`src/rtl/stream_hash_pkg.sv`:
```
// Shared types and helpers for the multi-context stream hash core:
// the management opcode set, the per-word mixing step and channel decode.
package stream_hash_pkg;

   typedef enum logic [1:0] {
      OP_INIT      = 2'b00,
      OP_READ      = 2'b01,
      OP_READ_INIT = 2'b10,
      OP_RSVD      = 2'b11
   } op_e;

   // Width-generic mixing step on a w-bit state carried in 64 bits.
   function automatic logic [63:0] hash_step(input logic [63:0] h,
                                             input logic [63:0] x,
                                             input int          rot,
                                             input logic [63:0] k,
                                             input int          w);
      logic [63:0] mask;
      logic [63:0] v;
      logic [63:0] r;
      mask = (w >= 64) ? '1 : ((64'd1 << w) - 64'd1);
      v    = (h ^ x) & mask;
      r    = ((v << rot) | (v >> (w - rot))) & mask;
      return (r + k) & mask;
   endfunction

   function automatic logic is_mgmt(input int ch, input int num_ctx);
      return (ch >= num_ctx);
   endfunction

   function automatic int ctx_idx(input int ch, input int num_ctx);
      return (ch >= num_ctx) ? (ch - num_ctx) : ch;
   endfunction

endpackage

```
`src/rtl/stream_hash_out_reg.sv`:
```
// One-entry result register for the Avalon-ST source; load appears on the next edge.
// Sink ready is held low through reset and the first edge after it, then follows !valid || out_ready.
module stream_hash_out_reg #(
   parameter int HASH_W = 32,
   parameter int CH_W   = 1
) (
   input  logic              clk,
   input  logic              reset_n,
   input  logic              i_load,
   input  logic [HASH_W-1:0] i_dat,
   input  logic [CH_W-1:0]   i_ch,
   input  logic              i_out_ready,
   output logic              o_in_ready,
   output logic              o_vld,
   output logic [HASH_W-1:0] o_dat,
   output logic [CH_W-1:0]   o_ch
);

   logic              r_en;
   logic              r_vld;
   logic [HASH_W-1:0] r_dat;
   logic [CH_W-1:0]   r_ch;

   always_ff @(posedge clk or negedge reset_n) begin
      if (!reset_n) begin
         r_en  <= 1'b0;
         r_vld <= 1'b0;
         r_dat <= '0;
         r_ch  <= '0;
      end else begin
         r_en <= 1'b1;
         if (i_load) begin
            r_vld <= 1'b1;
            r_dat <= i_dat;
            r_ch  <= i_ch;
         end else if (i_out_ready) begin
            r_vld <= 1'b0;
         end
      end
   end

   assign o_in_ready = r_en && (!r_vld || i_out_ready);
   assign o_vld      = r_vld;
   assign o_dat      = r_dat;
   assign o_ch       = r_ch;

endmodule

```
`src/rtl/stream_hash_multi.sv`:
```
// Multi-context streaming hash: data beats mix into context c, management beats init/read it.
// READ result is valid one edge after acceptance; all channels stall together while a result is unclaimed.
module stream_hash_multi
   import stream_hash_pkg::*;
#(
   parameter int          DATA_W    = 16,
   parameter int          HASH_W    = 32,
   parameter int          NUM_CTX   = 2,
   parameter int          ROT       = 5,
   parameter logic [31:0] MIX_CONST = 32'h9E3779B9,
   parameter logic [31:0] SEED      = 32'h0,
   parameter int          CH_W      = $clog2(2*NUM_CTX)
) (
   input  logic              clk,
   input  logic              reset_n,
   input  logic [DATA_W-1:0] in_data,
   input  logic [CH_W-1:0]   in_channel,
   input  logic              in_valid,
   output logic              in_ready,
   output logic [HASH_W-1:0] out_data,
   output logic [CH_W-1:0]   out_channel,
   output logic              out_valid,
   input  logic              out_ready
);

   localparam int                IDX_W  = (NUM_CTX > 1) ? $clog2(NUM_CTX) : 1;
   localparam logic [HASH_W-1:0] K_H    = HASH_W'(MIX_CONST);
   localparam logic [HASH_W-1:0] SEED_H = HASH_W'(SEED);

   logic [HASH_W-1:0] r_ctx [NUM_CTX];

   logic              w_acc;
   logic              w_ch_ok;
   logic              w_mgmt;
   logic [IDX_W-1:0]  w_idx;
   logic [HASH_W-1:0] w_x;
   logic [HASH_W-1:0] w_cur;
   logic [HASH_W-1:0] w_next;
   op_e               w_op;
   logic              w_load;
   logic              w_clear;

   assign w_acc   = in_valid && in_ready;
   // Unmapped channels are consumed but never touch a context or the output.
   assign w_ch_ok = int'(in_channel) < 2*NUM_CTX;
   assign w_mgmt  = is_mgmt(int'(in_channel), NUM_CTX);
   assign w_idx   = IDX_W'(ctx_idx(int'(in_channel), NUM_CTX));
   assign w_x     = HASH_W'(in_data);
   assign w_op    = op_e'(w_x[1:0]);
   assign w_cur   = r_ctx[w_idx];
   assign w_next  = HASH_W'(hash_step(64'(w_cur), 64'(w_x), ROT, 64'(K_H), HASH_W));

   assign w_load  = w_acc && w_ch_ok && w_mgmt && (w_op == OP_READ || w_op == OP_READ_INIT);
   assign w_clear = w_acc && w_ch_ok && w_mgmt && (w_op == OP_INIT || w_op == OP_READ_INIT);

   always_ff @(posedge clk or negedge reset_n) begin
      if (!reset_n) begin
         for (int i = 0; i < NUM_CTX; i++) r_ctx[i] <= SEED_H;
      end else if (w_acc && w_ch_ok && !w_mgmt) begin
         r_ctx[w_idx] <= w_next;
      end else if (w_clear) begin
         r_ctx[w_idx] <= SEED_H;
      end
   end

   stream_hash_out_reg #(
      .HASH_W (HASH_W),
      .CH_W   (CH_W)
   ) u_out_reg (
      .clk         (clk),
      .reset_n     (reset_n),
      .i_load      (w_load),
      .i_dat       (w_cur),
      .i_ch        (CH_W'(w_idx)),
      .i_out_ready (out_ready),
      .o_in_ready  (in_ready),
      .o_vld       (out_valid),
      .o_dat       (out_data),
      .o_ch        (out_channel)
   );

endmodule

```
`config.mk`:
```
export PLATFORM = sky130hd
export DESIGN_NAME = stream_hash_multi
export DESIGN_NICKNAME = d
export VERILOG_FILES = /design/src/rtl/stream_hash_pkg.sv /design/src/rtl/stream_hash_out_reg.sv /design/src/rtl/stream_hash_multi.sv
export SDC_FILE = /design/constraint.sdc
export NUM_CORES = 1
export LEC_CHECK = 0
export CORE_MARGIN = 2
export CORE_UTILIZATION = 51
export CTS_CLUSTER_SIZE = 20
export DETAILED_ROUTE_END_ITERATION = 10
export GPL_TIMING_DRIVEN = 0
export PLACE_DENSITY = 0.85
export SLEW_MARGIN = 0
export SYNTH_ARGS = -nofsm -noshare
export SYNTH_HDL_FRONTEND = slang
export SYNTH_SLANG_ARGS = --single-unit
```
`constraint.sdc`:
```
create_clock -name clk -period 2.4 [get_ports clk]
set_input_delay 0.24 -clock clk [delete_from_list [all_inputs] [get_ports clk]]
set_output_delay 0.24 -clock clk [all_outputs]
set_load 0.03 [all_outputs]
```
==> run_results.csv, run 1 <==
group,metric,value,unit
finish,final_cells,724,
timing,finClkSkew,0.0153,ns
synthesis,synth-warning-count,0,
grt,grt_pass1_vias,4544,
timing,slew_viol_final,0,
timing,rsz0062_at_grt,"true",
synthesis,yosysSeqAreaShare,0.484,
cts,path_clk_slew,0.10,ns
finish,n_antenna_cell,0,
finish,drive_gt1_frac,0.178,
grt,grt_max_degree,51,
critical_path,crit_required,2.66,ns
critical_path,cp-start-kind,"flip-flop",
critical_path,critical-path-top-delay-family,"simple AND/OR/NAND/NOR gates",
drt,vias,4493,
critical_path,crit_type,"reg2reg",
timing,tns,-0.0766,ns
grt,grt_pass1_wl,23400,um
timing,min_period,2.44,ns
critical_path,crit_path_end_kind,"flip-flop",
drt,vias_per_cell,6.21,
synthesis,synth_edf_count,0,
placed_design,preCtsSetupSlack,-0.635,ns
critical_path,arrival,2.71,ns
timing,whs,0.289,ns
finish,nNetsFinal,611,
drt,firstDrtPassIters,7,
run_status,violations,"setup timing",
synthesis,syn-num-nets,528,
grt,antenna_found_initial,0,
synthesis,synth.distinct_cells,55,
synthesis,synth_area_leaders,"dfrtp_1 48%, xnor2_1 5.6%, mux2i_1 5.3%, nand2_1 5.1%, o21ai_0 5.0%",
timing,worst_pin_slew,0.880,ns
critical_path,cp_max_fo,7,
synthesis,synth_top_area_frac,0.484,
placed_design,dp_hpwl,9960,um
timing,clock.fmax,0.410,GHz
critical_path,path_buf_inv,0,
timing,hold_viol_final,0,
timing,fin_ws,-0.0414,ns
power,leakagePower,0.00276,uW
synthesis,synth_cells,503,
synthesis,netlist_area,5120,sq um
synthesis,yosysTopAreaCell,"dfrtp_1",
synthesis,synth-async-reset-ratio,1.00,
finish,nFillCells,716,
cts,cts_sinks,99,
placed_design,routabilityCongestion,0.948,
drt,antenna_left,0,
floorplan,die_area,10900,sq um
cts,cts_root_buf,"clkbuf_8",
finish,multi_input_area,2880,sq um
placed_design,numPortBuffers,55,
floorplan,start_util,0.524,
synthesis,ys_ff_latch,99,
critical_path,path_depth,7,
floorplan,row_count,36,
timing,period_share,1.02,
critical_path,crit_slowest_cell,"or4_4",
min_path,hold_class,"in2reg",
cts,htreeDepth,3,
timing,setup_violations,7,
drt,drtIter0Drc,467,
timing,slew_headroom,0.396,
critical_path,rr_worst_depth,7,
cts,clkLatencyLatePin,0.38,ns
grt,grt_remaining_overflow,0,
power,vdd_drop_max,0.591,mV
critical_path,path_cells,"mux2i_4 > xnor2_4 > or3_4 > or4_4 > o21ai_4 > nor3_1 > nand3b_1",
finish,post-route-util,0.682,
run_status,status,"complete, but fails checks",
cts,cts_buffers,9,
cts,cts.path.max_buffers,2,
synthesis,synth_flop_cell,"dfrtp_1",
min_path,min_path_cells,3,
floorplan,ios,58,
synthesis,syn_area_per_cell,10.2,sq um
critical_path,crit_path_max_incr_delay,0.49,ns
finish,area_growth,30.2,%
floorplan,core,9770,sq um
floorplan,die_w,104,um
finish,regArea,2480,sq um
power,power_density,1320,nW/um^2
run,maxCapViolations,0,
grt,grt_usage,0.274,
drt,avgRoutedWirePerCell,20.7,um
cts,cts_tree,"yes",
floorplan,die_h,104,um
placed_design,dp.cells,692,
drt,wirelength,15000,um
drt,drc_errors,0,
area by class of cell:
class,instances,area share
clock inverters,5,0.0128
flip-flops and latches,99,0.372
well taps,133,0.0250
inverters,3,0.00169
multi-input cells,370,0.431
repair buffers,74,0.109
plain buffers,29,0.0278
clock buffers,11,0.0212
what timing repair did:
action,CTS,global route
endpoints found under the setup margin,27,28
pin swaps,11,15
endpoints found under the hold margin,49,0
setup buffers,9,7
resized for setup,32,35
gates cloned,0,1
hold buffers,1,0
worst reg2reg max path, cell delays in order (launching register included):
cell and delay (ns):
dfrtp_1 0.43, mux2i_4 0.26, xnor2_4 0.15, or3_4 0.42, or4_4 0.49, o21ai_4 0.31, nor3_1 0.09, nand3b_1 0.17
Yosys cell counts (3+ instances only):
master and count:
a22oi_1 5, o211ai_1 10, nor3_1 7, xor2_1 14, buf_2 3, nor4_1 4, buf_1 3, nand4_1 3
nand2b_1 6, a21oi_1 9, nand2_1 69, clkbuf_1 21, inv_1 3, o21ai_0 51, or3_1 3, ha_1 3
dfrtp_1 99, a22o_1 26, nor2_1 24, nand3b_1 3, mux2_2 12, and2_1 6, xnor2_1 33, a32o_1 5
or4_1 5, a222oi_1 4, mux2i_1 27, nand3_1 9
placed cells by master (no fill, tap or decap), drive strengths merged, types with 6 or more instances in the layout:
cell type      count
nor3               7
nand2b             6
a21oi              9
and2               7
nor2              24
mux2i             28
o21ai             53
nand3              9
clkbuf            32
nand2             69
xnor2             33
o211ai            11
dfrtp             99
clkdlybuf4s50     54
buf               27
a22o              26
mux2              12
xor2              14
state kept, by name, indices dropped and copies added, names as in the netlist:
name	flops
r_ctx	64
u_out_reg.o_dat	32
u_out_reg.o_ch	1
u_out_reg.o_vld	1
u_out_reg.r_en	1
logic make-up (layout without fill, tap and decap cells):
logic type                 Yosys count  in the layout  synth area share
muxes                               40             40            0.0818
AOI/OAI and AO/OA                  134            134             0.183
xor gates and xnor gates            47             47            0.0804
other                                2              2           0.00147
and+or+nand+nor                    144            144             0.132
DFF                                 99             99             0.484
buffers and inverters               34            122            0.0300
adders and majority gates            3              3           0.00733
per-stage QoR:
stage                     cell area [sq um]  total power, uW
final                                  6670             8820
after floorplan                        5220             5510
after detailed placement               5960             6770
after global placement                 5940             6620
after CTS                              6430             8360
after global routing                   6670             9250
power by group:
part,internal [uW],leakage [uW],switching (uW)
Clock,622,0.000110,605
Sequential,2390,0.00128,607
Combinational,2030,0.00137,2560
worst paths after layout:
kind / from / end / slack [ns]
min reg2reg: u_out_reg.o_dat[8] / u_out_reg.o_dat[8] / 0.49
min: in_channel[0] / u_out_reg.o_dat[7] / 0.29
max in group asynchronous: reset_n / r_ctx[52] / 1.29
max: r_ctx[44] / r_ctx[62] / -0.04
min in group asynchronous: reset_n / r_ctx[33] / 0.42
max reg2reg: r_ctx[44] / r_ctx[62] / -0.04
layer usage:
metal  wire, um  GRT usage
met5          0          0
met4        360      0.125
met3       1020     0.0464
met2       7550      0.443
met1       6090      0.363
(Power assumes the default switching activity.)
==> run 2, diff against run 1 <==
--- a/config.mk
+++ b/config.mk
@@ -5,12 +5,14 @@
 export SDC_FILE = /design/constraint.sdc
 export NUM_CORES = 1
 export LEC_CHECK = 0
+export CELL_PAD_IN_SITES_DETAIL_PLACEMENT = 1
+export CELL_PAD_IN_SITES_GLOBAL_PLACEMENT = 1
 export CORE_MARGIN = 2
-export CORE_UTILIZATION = 51
+export CORE_UTILIZATION = 40
 export CTS_CLUSTER_SIZE = 20
 export DETAILED_ROUTE_END_ITERATION = 10
 export GPL_TIMING_DRIVEN = 0
-export PLACE_DENSITY = 0.85
+export PLACE_DENSITY_LB_ADDON = 0.1
 export SLEW_MARGIN = 0
 export SYNTH_ARGS = -nofsm -noshare
 export SYNTH_HDL_FRONTEND = slang
==> run 2 against run 1 <==
- the flow still finishes with violations (setup timing)
- total power is 5.7% higher
- clock power is 11% higher
- sequential share of layout area is 1.8 points lower
- sequential power hardly changed
- setup slack worse by 0.0050 ns
- register-to-register slack hardly changed
- final cell count is 6.9% higher
- largest power group unchanged
==> run_results.csv, run 2 (same netlist as run 1, synthesis figures left out) <==
group,metric,value,unit
floorplan,die_w,117,um
drt,antenna_left,0,
critical_path,crit_slowest_cell,"dfrtp_1",
timing,rsz0062_at_grt,"true",
cts,clkLatencyLatePin,0.36,ns
cts,cts_tree,"yes",
drt,met3_length,600,um
grt,grt_pass1_wl,26800,um
run_status,status,"complete, but fails checks",
critical_path,cp_max_fo,4,
grt,grt_remaining_overflow,0,
critical_path,arrival,2.69,ns
min_path,hold_class,"in2reg",
grt,grt_max_degree,52,
placed_design,dp_hpwl,11400,um
timing,hold_viol_final,0,
critical_path,crit_path_max_incr_delay,0.41,ns
min_path,min_from,"in_channel[0]",
timing,clock.fmax,0.409,GHz
timing,period_share,1.02,
timing,slew_viol_final,0,
placed_design,routabilityCongestion,0.879,
critical_path,cp-start-kind,"flip-flop",
drt,wl_met2,8780,um
power,leakagePower,0.00288,uW
finish,largest_reg_flops,64,
drt,drt-met1-wl,7590,um
critical_path,path_cells,"mux2i_4 > buf_6 > xnor2_4 > or3_4 > nor4_4 > a211oi_4 > or3_4 > a32o_1",
finish,drive_gt1_frac,0.218,
timing,worst_pin_slew,0.789,ns
cts,cts_sinks,99,
power,vdd_drop_max,0.607,mV
finish,area_growth,36.9,%
critical_path,crit_path_end_kind,"flip-flop",
drt,drtIter0Drc,234,
finish,regMostFlops,"r_ctx",
critical_path,critical-path-top-delay-family,"simple AND/OR/NAND/NOR gates",
timing,fin_ws,-0.0464,ns
floorplan,core,12600,sq um
cts,cts_buffers,9,
critical_path,crit_required,2.64,ns
placed_design,dpl_cell_area,6010,sq um
cts,cts.path.max_buffers,2,
finish,final_cell_area,7010,sq um
finish,final_cells,774,
critical_path,path_common_cell,"or3_4",
cts,cts_root_buf,"clkbuf_16",
finish,layout_commonest_cell,"dfrtp_1",
timing,setup_violations,8,
finish,n_antenna_cell,0,
drt,avgRoutedWirePerCell,22.4,um
critical_path,crit_type,"reg2reg",
grt,antenna_found_initial,0,
run,maxCapViolations,0,
placed_design,numPortBuffers,55,
drt,drc_errors,0,
timing,whs,0.321,ns
drt,wirelength,17400,um
floorplan,die_area,13700,sq um
critical_path,startpoint,"r_ctx[43]",
run_status,violations,"setup timing",
timing,slew_headroom,0.474,
cts,htreeDepth,3,
finish,final_cell_mix,"99 x dfrtp_1, 67 x nand2_1, 54 x clkdlybuf4s50_1",
power,power.total,9320,uW
critical_path,path_buf_inv,1,
placed_design,dp.cells,731,
floorplan,die_h,117,um
floorplan,start_util,0.407,
drt,vias,4394,
grt,grt_pass1_vias,4747,
finish,nNetsFinal,623,
drt,vias_per_cell,5.68,
cts,path_clk_slew,0.07,ns
drt,top_layer_used,"met4",
drt,firstDrtPassIters,4,
timing,min_period,2.45,ns
grt,grt_usage,0.265,
power,power_density,1330,nW/um^2
critical_path,worstReg2RegStart,"r_ctx[43]",
floorplan,row_count,41,
floorplan,ios,58,
timing,finClkSkew,0.00708,ns
-- run 2: worst paths after layout --
| check | endpoint | slack (ns) | cells past startpoint |
|---|---|---|---|
| setup / recovery | r_ctx[55] | -0.05 | 8 |
| hold / removal | u_out_reg.o_dat[0] | 0.32 | 3 |
| setup reg to reg | r_ctx[55] | -0.05 | 8 |
| hold reg to reg | u_out_reg.o_dat[1] | 0.48 | 2 |
| max in group asynchronous | r_ctx[3] | 1.25 | 3 |
| min in group asynchronous | r_ctx[44] | 0.47 | 2 |
-- run 2: layout make-up --
class	instances	area (sq um)
plain buffers	29	205
clock buffers	12	246
clock inverters	3	15.0
fillers	1368	5560
inverters	3	11.3
multi-input cells	370	3020
flip-flops and latches	99	2480
well taps	172	215
repair buffers	86	818
-- run 2: metrics by stage --
| stage | worst slack (ns) | util | setup TNS, ns |
|---|---|---|---|
| finish | -0.0464 | 0.558 | -0.202 |
| floorplan | -0.229 | - | -0.867 |
| global route | -0.118 | 0.558 | -1.40 |
| CTS | 0.000192 | 0.534 | 0 |
| global placement | -2.59 | 0.476 | -274.21 |
| detailed placement | -0.710 | 0.478 | -21.29 |
-- run 2: what timing repair did --
action	4_1_cts	5_1_grt
hold buffers	1	0
endpoints found under the hold margin	48	0
resized for setup	57	43
pin swaps	13	22
endpoints found under the setup margin	34	33
cloned	0	0
setup buffers	14	15
-- run 2: where the power goes --
part / total, uW / switching [uW] / internal, uW
Clock: 1360 / 635 / 722
Combinational: 4940 / 2760 / 2180
Sequential: 3020 / 621 / 2400
Total: 9320 / 4020 / 5300
-- run 2: worst min-delay path: cells and delay by family --
family,cells,cell delay [ns]
muxes,1,0.10
buffers and inverters,1,0.14
AOI/OAI and AO/OA,1,0.15
-- run 2: metal layers --
layer  vias up  global-route usage
met5         -                   0
met4         0               0.110
met3        24              0.0283
met2        97               0.444
met1      2271               0.351
li1       2002                   -
